### src/rtl/student_fir_out_stage_if.sv
// student_fir_out_stage_if: bundles the FIR-result input side and the
// sample stream / status outputs of the FIR output stage.
// The slave modport is the output stage itself. The master modport is
// the surrounding logic: it drives strobes and ready and reads samples
// and status.
interface student_fir_out_stage_if #(
    parameter int DATA_SIZE         = 16,
    parameter int DATA_SIZE_FIR_OUT = 32,
    parameter int FIFO_DEPTH        = 8
);
    localparam int LVL_W = $clog2(FIFO_DEPTH) + 1;

    logic                         valid_strobe_i;
    logic [DATA_SIZE_FIR_OUT-1:0] y_i;
    logic                         clear_i;
    logic [DATA_SIZE-1:0]         sample_o;
    logic                         valid_o;
    logic                         ready_i;
    logic [LVL_W-1:0]             level_o;
    logic                         overflow_o;
    logic [15:0]                  drop_cnt_o;

    modport slave (
        input  valid_strobe_i, y_i, clear_i, ready_i,
        output sample_o, valid_o, level_o, overflow_o, drop_cnt_o
    );

    modport master (
        output valid_strobe_i, y_i, clear_i, ready_i,
        input  sample_o, valid_o, level_o, overflow_o, drop_cnt_o
    );
endinterface

### src/rtl/student_fir_out_stage.sv
// student_fir_out_stage: takes the FIR accumulator on a strobe edge and
// processes it through two pipeline stages. It applies round-half-up and
// an arithmetic shift by FRAC_SHIFT, narrows the result to DATA_SIZE, and
// queues it in a small FIFO that has a valid/ready output. When the FIFO
// is full, new results are dropped. A sticky flag and a saturating
// counter record these drops.
// Optional build macro STUDENT_FIR_OUT_SAT_EN clamps the narrowed result.
// Without the macro, the narrowed result wraps (low DATA_SIZE bits).
module student_fir_out_stage #(
    parameter int DATA_SIZE         = 16,
    parameter int DATA_SIZE_FIR_OUT = 32,
    parameter int FRAC_SHIFT        = 15,
    parameter int FIFO_DEPTH        = 8
) (
    input  logic                      clk_i,
    input  logic                      rst_i,
    student_fir_out_stage_if.slave    bus
);
    localparam int STAGES = 1;                    // vld_pipe index of last stage
    localparam int AW     = $clog2(FIFO_DEPTH);
    localparam int PW     = AW + 1;               // extra bit tells full from empty
    localparam int SUM_W  = DATA_SIZE_FIR_OUT + 1;

    localparam logic [SUM_W-1:0] RND_HALF =
        {{(SUM_W-1){1'b0}}, 1'b1} << (FRAC_SHIFT - 1);

    // ------------------------------------------------------------------
    // Strobe edge detect and pipeline valids
    // ------------------------------------------------------------------
    logic              strb_prev_q;
    logic              strb_det;
    logic [STAGES:0]   vld_pipe_q;   // [0] stage-1 holds data, [1] stage-2 holds data

    assign strb_det = bus.valid_strobe_i & ~strb_prev_q;

    // The previous-value register comes out of reset as 1. Because of
    // this, a strobe that is already high at release does not count as
    // an event.
    always_ff @(posedge clk_i or posedge rst_i) begin
        if (rst_i) begin
            strb_prev_q <= 1'b1;
            vld_pipe_q  <= '0;
        end else begin
            strb_prev_q <= bus.valid_strobe_i;
            vld_pipe_q  <= {vld_pipe_q[STAGES-1:0], strb_det};
        end
    end

    // ------------------------------------------------------------------
    // Data stages (no reset needed, qualified by vld_pipe_q)
    // ------------------------------------------------------------------
    logic [DATA_SIZE_FIR_OUT-1:0] s1_q;
    logic [DATA_SIZE-1:0]         s2_q;
    logic [DATA_SIZE-1:0]         s2_d;
    logic [SUM_W-1:0]             rnd_sum;
    logic signed [SUM_W-1:0]      shifted;

    // Round half up in one extra bit so that adding the half LSB to the
    // most positive accumulator cannot overflow.
    always_comb begin
        rnd_sum = {s1_q[DATA_SIZE_FIR_OUT-1], s1_q} + RND_HALF;
        shifted = $signed(rnd_sum) >>> FRAC_SHIFT;
    end

`ifdef STUDENT_FIR_OUT_SAT_EN
    localparam logic signed [SUM_W-1:0] SAT_MAX =
        $signed({{(SUM_W-DATA_SIZE+1){1'b0}}, {(DATA_SIZE-1){1'b1}}});
    localparam logic signed [SUM_W-1:0] SAT_MIN =
        $signed({{(SUM_W-DATA_SIZE+1){1'b1}}, {(DATA_SIZE-1){1'b0}}});

    // Clamp the shifted value into the signed DATA_SIZE range
    always_comb begin
        s2_d = DATA_SIZE'(shifted);
        if (shifted > SAT_MAX)
            s2_d = {1'b0, {(DATA_SIZE-1){1'b1}}};
        else if (shifted < SAT_MIN)
            s2_d = {1'b1, {(DATA_SIZE-1){1'b0}}};
    end
`else
    // Keep the low DATA_SIZE bits of the shifted value (wrap)
    always_comb begin
        s2_d = DATA_SIZE'(shifted);
    end
`endif

    // Capture the accumulator on the detect edge, then the narrowed result one edge later
    always_ff @(posedge clk_i) begin
        if (strb_det)
            s1_q <= bus.y_i;
        if (vld_pipe_q[0])
            s2_q <= s2_d;
    end

    // ------------------------------------------------------------------
    // Output FIFO
    // ------------------------------------------------------------------
    logic [DATA_SIZE-1:0] mem_q [FIFO_DEPTH];
    logic [PW-1:0]        wptr_q, wptr_d;
    logic [PW-1:0]        rptr_q, rptr_d;
    logic                 empty, full;
    logic                 push_req, push_ok, pop, drop;

    assign empty    = (wptr_q == rptr_q);
    assign full     = (wptr_q[AW-1:0] == rptr_q[AW-1:0]) && (wptr_q[AW] != rptr_q[AW]);
    assign push_req = vld_pipe_q[STAGES];
    assign pop      = ~empty & bus.ready_i;
    // If the FIFO is full, a pop on the same edge frees a slot, so the push can still go in.
    assign push_ok  = push_req & (~full | pop);
    assign drop     = push_req & full & ~pop;

    // Pointer next state
    always_comb begin
        wptr_d = wptr_q + PW'(push_ok);
        rptr_d = rptr_q + PW'(pop);
    end

    // Pointer registers
    always_ff @(posedge clk_i or posedge rst_i) begin
        if (rst_i) begin
            wptr_q <= '0;
            rptr_q <= '0;
        end else begin
            wptr_q <= wptr_d;
            rptr_q <= rptr_d;
        end
    end

    // Storage write. On a full-FIFO push with pop, the write slot is the
    // slot being read. The head is read combinationally before the edge,
    // so it is not lost.
    always_ff @(posedge clk_i) begin
        if (push_ok)
            mem_q[wptr_q[AW-1:0]] <= s2_q;
    end

    assign bus.sample_o = mem_q[rptr_q[AW-1:0]];
    assign bus.valid_o  = ~empty;
    assign bus.level_o  = wptr_q - rptr_q;

    // ------------------------------------------------------------------
    // Drop status
    // ------------------------------------------------------------------
    logic        overflow_q, overflow_d;
    logic [15:0] drop_cnt_q, drop_cnt_d;

    // clear_i wins over a drop on the same edge; the counter stops at all-ones
    always_comb begin
        overflow_d = overflow_q;
        drop_cnt_d = drop_cnt_q;
        if (bus.clear_i) begin
            overflow_d = 1'b0;
            drop_cnt_d = '0;
        end else if (drop) begin
            overflow_d = 1'b1;
            if (drop_cnt_q != 16'hFFFF)
                drop_cnt_d = drop_cnt_q + 16'd1;
        end
    end

    // Status registers
    always_ff @(posedge clk_i or posedge rst_i) begin
        if (rst_i) begin
            overflow_q <= 1'b0;
            drop_cnt_q <= '0;
        end else begin
            overflow_q <= overflow_d;
            drop_cnt_q <= drop_cnt_d;
        end
    end

    assign bus.overflow_o = overflow_q;
    assign bus.drop_cnt_o = drop_cnt_q;

endmodule

### src/flat_wrapper.sv
// flat-port wrapper written by rule: the top's interface ports become plain ports
module student_fir_out_stage_flat 
#(
    parameter int DATA_SIZE         = 16,
    parameter int DATA_SIZE_FIR_OUT = 32,
    parameter int FRAC_SHIFT        = 15,
    parameter int FIFO_DEPTH        = 8
)
  (clk_i, rst_i, bus_valid_strobe_i, bus_y_i, bus_clear_i, bus_ready_i, bus_sample_o, bus_valid_o, bus_level_o, bus_overflow_o, bus_drop_cnt_o);
  student_fir_out_stage_if #(.DATA_SIZE(DATA_SIZE), .DATA_SIZE_FIR_OUT(DATA_SIZE_FIR_OUT), .FIFO_DEPTH(FIFO_DEPTH)) bus_i ();
  input  logic clk_i;
  input  logic rst_i;
  input wire logic [$bits(bus_i.valid_strobe_i)-1:0] bus_valid_strobe_i;
  input wire logic [$bits(bus_i.y_i)-1:0] bus_y_i;
  input wire logic [$bits(bus_i.clear_i)-1:0] bus_clear_i;
  input wire logic [$bits(bus_i.ready_i)-1:0] bus_ready_i;
  output wire logic [$bits(bus_i.sample_o)-1:0] bus_sample_o;
  output wire logic [$bits(bus_i.valid_o)-1:0] bus_valid_o;
  output wire logic [$bits(bus_i.level_o)-1:0] bus_level_o;
  output wire logic [$bits(bus_i.overflow_o)-1:0] bus_overflow_o;
  output wire logic [$bits(bus_i.drop_cnt_o)-1:0] bus_drop_cnt_o;
  assign bus_i.valid_strobe_i = bus_valid_strobe_i;
  assign bus_i.y_i = bus_y_i;
  assign bus_i.clear_i = bus_clear_i;
  assign bus_i.ready_i = bus_ready_i;
  assign bus_sample_o = bus_i.sample_o;
  assign bus_valid_o = bus_i.valid_o;
  assign bus_level_o = bus_i.level_o;
  assign bus_overflow_o = bus_i.overflow_o;
  assign bus_drop_cnt_o = bus_i.drop_cnt_o;
  student_fir_out_stage #(.DATA_SIZE(DATA_SIZE), .DATA_SIZE_FIR_OUT(DATA_SIZE_FIR_OUT), .FRAC_SHIFT(FRAC_SHIFT), .FIFO_DEPTH(FIFO_DEPTH)) u_core (.clk_i(clk_i), .rst_i(rst_i), .bus(bus_i));
endmodule
### config.mk
export PLATFORM = sky130hd
export DESIGN_NAME = student_fir_out_stage_flat
export DESIGN_NICKNAME = d
export VERILOG_FILES = /design/src/rtl/student_fir_out_stage_if.sv /design/src/rtl/student_fir_out_stage.sv /design/src/flat_wrapper.sv
export SDC_FILE = /design/constraint.sdc
export NUM_CORES = 1
export LEC_CHECK = 0
export CAP_MARGIN = 20
export CORE_MARGIN = 8
export CORE_UTILIZATION = 30
export CTS_CLUSTER_DIAMETER = 200
export DETAILED_ROUTE_END_ITERATION = 7
export PLACE_DENSITY = 0.56
export SYNTH_ARGS = -nofsm -noshare
export SYNTH_HDL_FRONTEND = slang
export SYNTH_SLANG_ARGS = --single-unit
### constraint.sdc
create_clock -name clk_i -period 5.05 [get_ports clk_i]
set_input_delay 0.505 -clock clk_i [delete_from_list [all_inputs] [get_ports clk_i]]
set_output_delay 0.505 -clock clk_i [all_outputs]
set_load 0.01 [all_outputs]
==> Word level (Yosys, flattened, before mapping) <==
Memory sizes are Yosys's and may differ from the RTL's.
Index checks and enable logic that the tools add are counted.
{ "totals": {"reg_bits": 75, "ramBits": 128, "input_bits": 37, "output_inout_bits": 38, "n_memories": 1} }
{ "op_classes": {"n_addsub": 5, "eq_ne": 4, "muxes": 7, "bitwise_logic": 10, "reduce_logical": 4} }
{ "mem_list": {"columns": ["memory", "depth", "word_bits", "rd", "rd_ports_with_merged_regs", "write_ports", "line", "text"], "rows": [
  ["u_core.mem_q", 8, 16, 1, 0, 1, "student_fir_out_stage.sv:97", "logic [DATA_SIZE-1:0] mem_q [FIFO_DEPTH];"]
]} }
{ "ops": {"columns": ["cell", "count"], "rows": [
  ["$mux W16", 3],
  ["$add A31 B16 Y31 const B", 1],
  ["$add A16 B1 Y16 const B", 1],
  ["$ne A16 B16 Y1 const B", 1],
  ["$add A4 B1 Y4", 2],
  ["$and A1 B1 Y1", 5],
  ["$eq A4 B4 Y1", 1],
  ["$mux W1", 4],
  ["$not A1 Y1", 4],
  ["$reduce_bool A2 Y1", 2],
  ["$sub A4 B4 Y4", 1],
  ["$eq A3 B3 Y1", 1],
  ["$reduce_and A2 Y1", 1],
  ["$logic_and A1 B1 Y1", 1],
  ["$ne A1 B1 Y1", 1],
  ["$or A1 B1 Y1", 1]
]} }

==> Longest topological paths before layout <==
{ "depth": {"ltp_word": 7, "ltp_mapped": 11, "mapped_depth_nobuf": 8} }

==> Worst setup path after synthesis <==
No wires, ideal clock.
{ "synth_timing": {"path_type": "reg-to-reg", "from": "register u_core.rptr_q[2]", "to": "memory u_core.mem_q[1][0], enable pin", "setup_time_ns": 0.409, "arrival_time_ns": 3.117, "t_required_ns": 4.641, "setup_slack_ns": 1.524, "path_stages_with_launch": 10, "n_path_buf": 3, "path_cell_list": "dfrtp_1 clkbuf_1 clkinv_1 clkbuf_1 ha_1 and4b_1 buf_2 nand2_1 nand3_1 nor3_1"} }
{ "synth_via": {"elab_chain_len": 7, "word_cells_on_any_way": 10} }
{ "synth_lines": {"columns": ["element", "line", "text"], "rows": [
  ["start, declared", "student_fir_out_stage.sv:99", "logic [PW-1:0] rptr_q, rptr_d;"],
  ["start signal, assigned", "student_fir_out_stage.sv:124", "rptr_q <= rptr_d;"],
  ["$eq A4 B4 Y1 / $eq A3 B3 Y1 (equally long branches)", "student_fir_out_stage.sv:103, student_fir_out_stage.sv:104", null],
  ["$not A1 Y1 / $logic_and A1 B1 Y1 (equally long branches)", "student_fir_out_stage.sv:106, student_fir_out_stage.sv:104", null],
  ["$and A1 B1 Y1 / $not A1 Y1 (equally long branches)", "student_fir_out_stage.sv:106, student_fir_out_stage.sv:108", null],
  ["$or A1 B1 Y1 (*)", "student_fir_out_stage.sv:108", "assign push_ok = push_req & (~full | pop);"],
  ["$and A1 B1 Y1 (*)", "student_fir_out_stage.sv:108", null],
  ["$mux W1 (*)", "student_fir_out_stage.sv:132", "if (push_ok)"],
  ["$mux W1 (implied by the code) (*)", "student_fir_out_stage.sv:133", "mem_q[wptr_q[AW-1:0]] <= s2_q;"],
  ["end, declared", "student_fir_out_stage.sv:97", null]
]} }
Every way passes the cells marked *; elsewhere a longest branch is shown, timed or not.

==> Worst setup path in the final report <==
{ "layout_timing": {"from": "register u_core.rptr_q[0]", "to": "output port bus_sample_o[5]"} }
{ "layout_via": {"elab_chain_len": 1} }
{ "layout_lines": {"columns": ["element", "line", "text"], "rows": [
  ["$mem_v2 Z8 W16", null, null],
  ["end, declared", "flat_wrapper.sv:17", "output wire logic [$bits(bus_i.sample_o)-1:0] bus_sample_o;"]
]} }
No other way between the ends.

==> impl_summary.log <==
[metrics] share of the clock period used by the worst path: 65.8%
[metrics] max frequency: 301 MHz
[metrics] worst max-slew margin expressed relative to the limit: 44.4%
[metrics] CP endpoint kind: primary output
[metrics] final weighted congestion in routability-driven placement: 0.791
[metrics] area of the die: 31100 sq um
[metrics] Required @ worst endpoint: 4.55 ns
[metrics] global routing usage summed across all routing layers: 9.73%
[metrics] dominant delay contributor by cell family on the critical path: buffers and inverters
[metrics] cell taking the most area after synthesis: edfxtp_1
[metrics] pins over their slew limit: 0
[metrics] nets: 582
[metrics] number of gates resized after CTS: 0
[metrics] CP startpoint kind: flop
[metrics] most instantiated cells after synthesis: edfxtp_1 (161), nand2_1 (61), mux4_2 (32)
[metrics] number of sinks handled by clock tree synthesis: 189
[metrics] die outline width: 176 microns
[metrics] wire length of the first global-routing pass: 23.3 mm
[metrics] syn nets: 508
[metrics] clock latency of the later-clocked register in the worst-skew pair: 0.42 ns
[metrics] dominant cell by count in the synthesized netlist: edfxtp_1
[metrics] Critical Path Slowest Stage Cell: dfrtp_2
[metrics] max-capacitance violation count: 0
[metrics] CTS clk-pin slew, worst paths: 0.07 ns
[metrics] leading post-synthesis cells by cell area: edfxtp_1 (63%), mux4_2 (9.4%), dfrtp_1 (8.8%)
[metrics] total I/O pin count: 75
[metrics] worst setup slack after placement: 2.01 ns
[metrics] clock tree from TritonCTS: yes
[metrics] cells after synthesis: 461
[metrics] Yosys Warn Count: 0
[metrics] post-layout instance area: 9320 sq um
[metrics] cells traversed along the worst timing path: buf_4 > mux4_2 > nand2_1 > nand2_1 > clkdlybuf4s50_1
[metrics] routed vias/inst: 4.66
[metrics] number of antenna repair diodes: 0
[metrics] Yosys top cell area share: 62.7%
[metrics] gr ovfl total: 0
[metrics] post-synthesis cell area: 7710 sq um
[metrics] detailed-router iteration count before antenna repair: 4
[metrics] mean routed wirelength per cell: 16.6 microns
[metrics] crit path from: u_core.rptr_q[0]
[metrics] number of enable flip-flop cells after synthesis: 161
[metrics] power density over the cells: 485 nW/um^2
[metrics] largest clock skew in the final design: 0.0104 ns
[metrics] final critical path time including I/O delays and setup: 3.32 ns
[metrics] Critical Path Fanout Max: 18
[metrics] core footprint: 25200 sq um
[metrics] classification of the worst setup path: flop to primary output
[metrics] most common flop cell mapped by yosys: edfxtp_1
[metrics] Longest Clk Path Bufs: 2
[metrics] fraction of final layout cells sized beyond drive strength 1: 16.4%
[metrics] vias after detailed routing: 4090
[metrics] clock buffers created by TritonCTS: 17
[metrics] cts hold-fix bufs: 0
[metrics] Worst IR Drop VDD: 0.216 mV
[metrics] final count of negative-setup-slack endpoints: 0
[metrics] critical path's most frequent cell: nand2_1
[metrics] routed wire length: 14.6 mm
[metrics] starting density of the core: 30.6%
[metrics] area post-placement: 8750 sq um
[metrics] initial antenna violation count: 0
[metrics] Setup Total Neg Slack: 0 ns
[metrics] Static Leak: 3.18 nW
[metrics] Post-Syn Area per Cell: 16.7 sq um
[metrics] sequential element share of the synthesized area: 71.8%
[metrics] FP Rows: 58
[metrics] Hold Crit Class: primary input to async pin
[metrics] Crit path arrival time: 2.82 ns
[metrics] clock tree root driver cell: clkbuf_16
[metrics] area grow syn2layout: 21.0%
[metrics] library cells used by synthesis: 45
[metrics] outcome: complete, no violations
[metrics] asr flop ratio synth: 14.8%
[metrics] RSZ-0062 raised after global routing: no
[metrics] startpoint of the worst-slack reg-to-reg timing path: u_core.rptr_q[2]
[metrics] register bit count reported by yosys: 189
[metrics] die extent in y: 176 microns
[metrics] slew at the pin closest to its max-slew limit: 0.831 ns
[metrics] DRC violation count after routing: 0
[metrics] level count of the clock H-tree: 4
[metrics] Port-buffer cells: 59
[metrics] maximum number of pins on one net before global-route repair: 37
[metrics] Post-Route Utilization: 37.0%
[metrics] final HPWL from detailed placement: 9.57 mm
[metrics] vias in the first global route: 4288
[metrics] Antenna Violating Nets Remaining: 0
[metrics] Final Worst Setup Slack: 1.73 ns
[metrics] Bufs and invs on worst path: 2
[metrics] count of buffers added by post-CTS timing repair for setup: 0
[metrics] Slowest Stage Delay on Critical Path: 0.73 ns
[metrics] final count of hold timing violations: 0
[metrics] number of DRC violations after detailed-routing iteration 0: 261
power by group:
group | leakage (nW) | switching, mW | internal (mW) | total, mW
registers | 1.83 | 0.143 | 1.82 | 1.97
clock network | 0.283 | 0.616 | 0.662 | 1.28
logic | 1.07 | 0.600 | 0.683 | 1.28
flip-flops by register name (all words and copies together) (netlist names):
register / cells
u_core.strb_prev_q: 1
u_core.rptr_q: 4
u_core.bus.overflow_o: 1
u_core.wptr_q: 4
u_core.bus.drop_cnt_o: 16
u_core.s2_q: 16
u_core.mem_q: 128
u_core.vld_pipe_q: 2
u_core.s1_q: 17
placed cells by master, fill, tap and decap left out, drive strengths merged, types with 8 or more instances in the layout:
cell / n
a21oi: 12
buf: 13
clkbuf: 18
clkdlybuf4s50: 59
dfrtp: 27
edfxtp: 161
ha: 9
inv: 21
mux4: 32
nand2: 61
nand3: 17
nor2: 17
o31ai: 8
xnor2: 14
xor2: 9
metrics by stage:
step	cells	total power [mW]	hold WS, ns
floorplan	461	2.74	0.501
global placement	846	3.32	0.518
detailed placement	846	3.34	0.529
CTS	878	4.61	0.450
global route	878	4.77	0.479
finish	878	4.53	0.451
final timing paths:
| check | endpoint | slack, ns | cells after the start |
|---|---|---|---|
| hold reg to reg | u_core.wptr_q[0] | 0.54 | 1 |
| hold / removal | u_core.bus.drop_cnt_o[4] | 0.45 | 3 |
| setup reg to reg | u_core.bus.drop_cnt_o[15] | 2.06 | 6 |
| setup / recovery | bus_sample_o[5] | 1.73 | 5 |
| min in group clk_i | u_core.strb_prev_q | 0.51 | 1 |
| max in group asynchronous | u_core.rptr_q[0] | 4.29 | 3 |
cell type report:
class,instances,area (sq um)
clock inverter,14,145
multi-input combinational,242,2060
sequential,189,5540
fill,2365,15900
clock buffer,18,429
timing repair buffer,72,688
tap,330,413
inverter,13,48.8
kinds of logic after synthesis:
logic type	count (synthesis)	synth area share, %
simple gates	143	9.61
flops	189	71.8
compound gates	28	2.35
xor+xnor	23	2.71
buf+inv	30	1.54
mux	38	10.2
fa+ha+maj	10	1.72
layer usage:
layer	GRT usage (%)	routed length, microns	vias up
li1	-	-	1925
met4	3.96	270	0
met2	16.1	7170	76
met1	12.0	6620	2070
met3	2.48	514	19
met5	0	0	-
worst reg2reg max path: cells and delay by family, from the launching register on:
family,cells,cell delay [ns]
adder cells (fa/ha/maj),1,0.40
buffers and inverters,1,0.22
flip-flops,1,0.88
multiplexers,1,0.37
AND/OR/NAND/NOR,3,1.02
No activity file was read; power rests on OpenSTA's default activity.
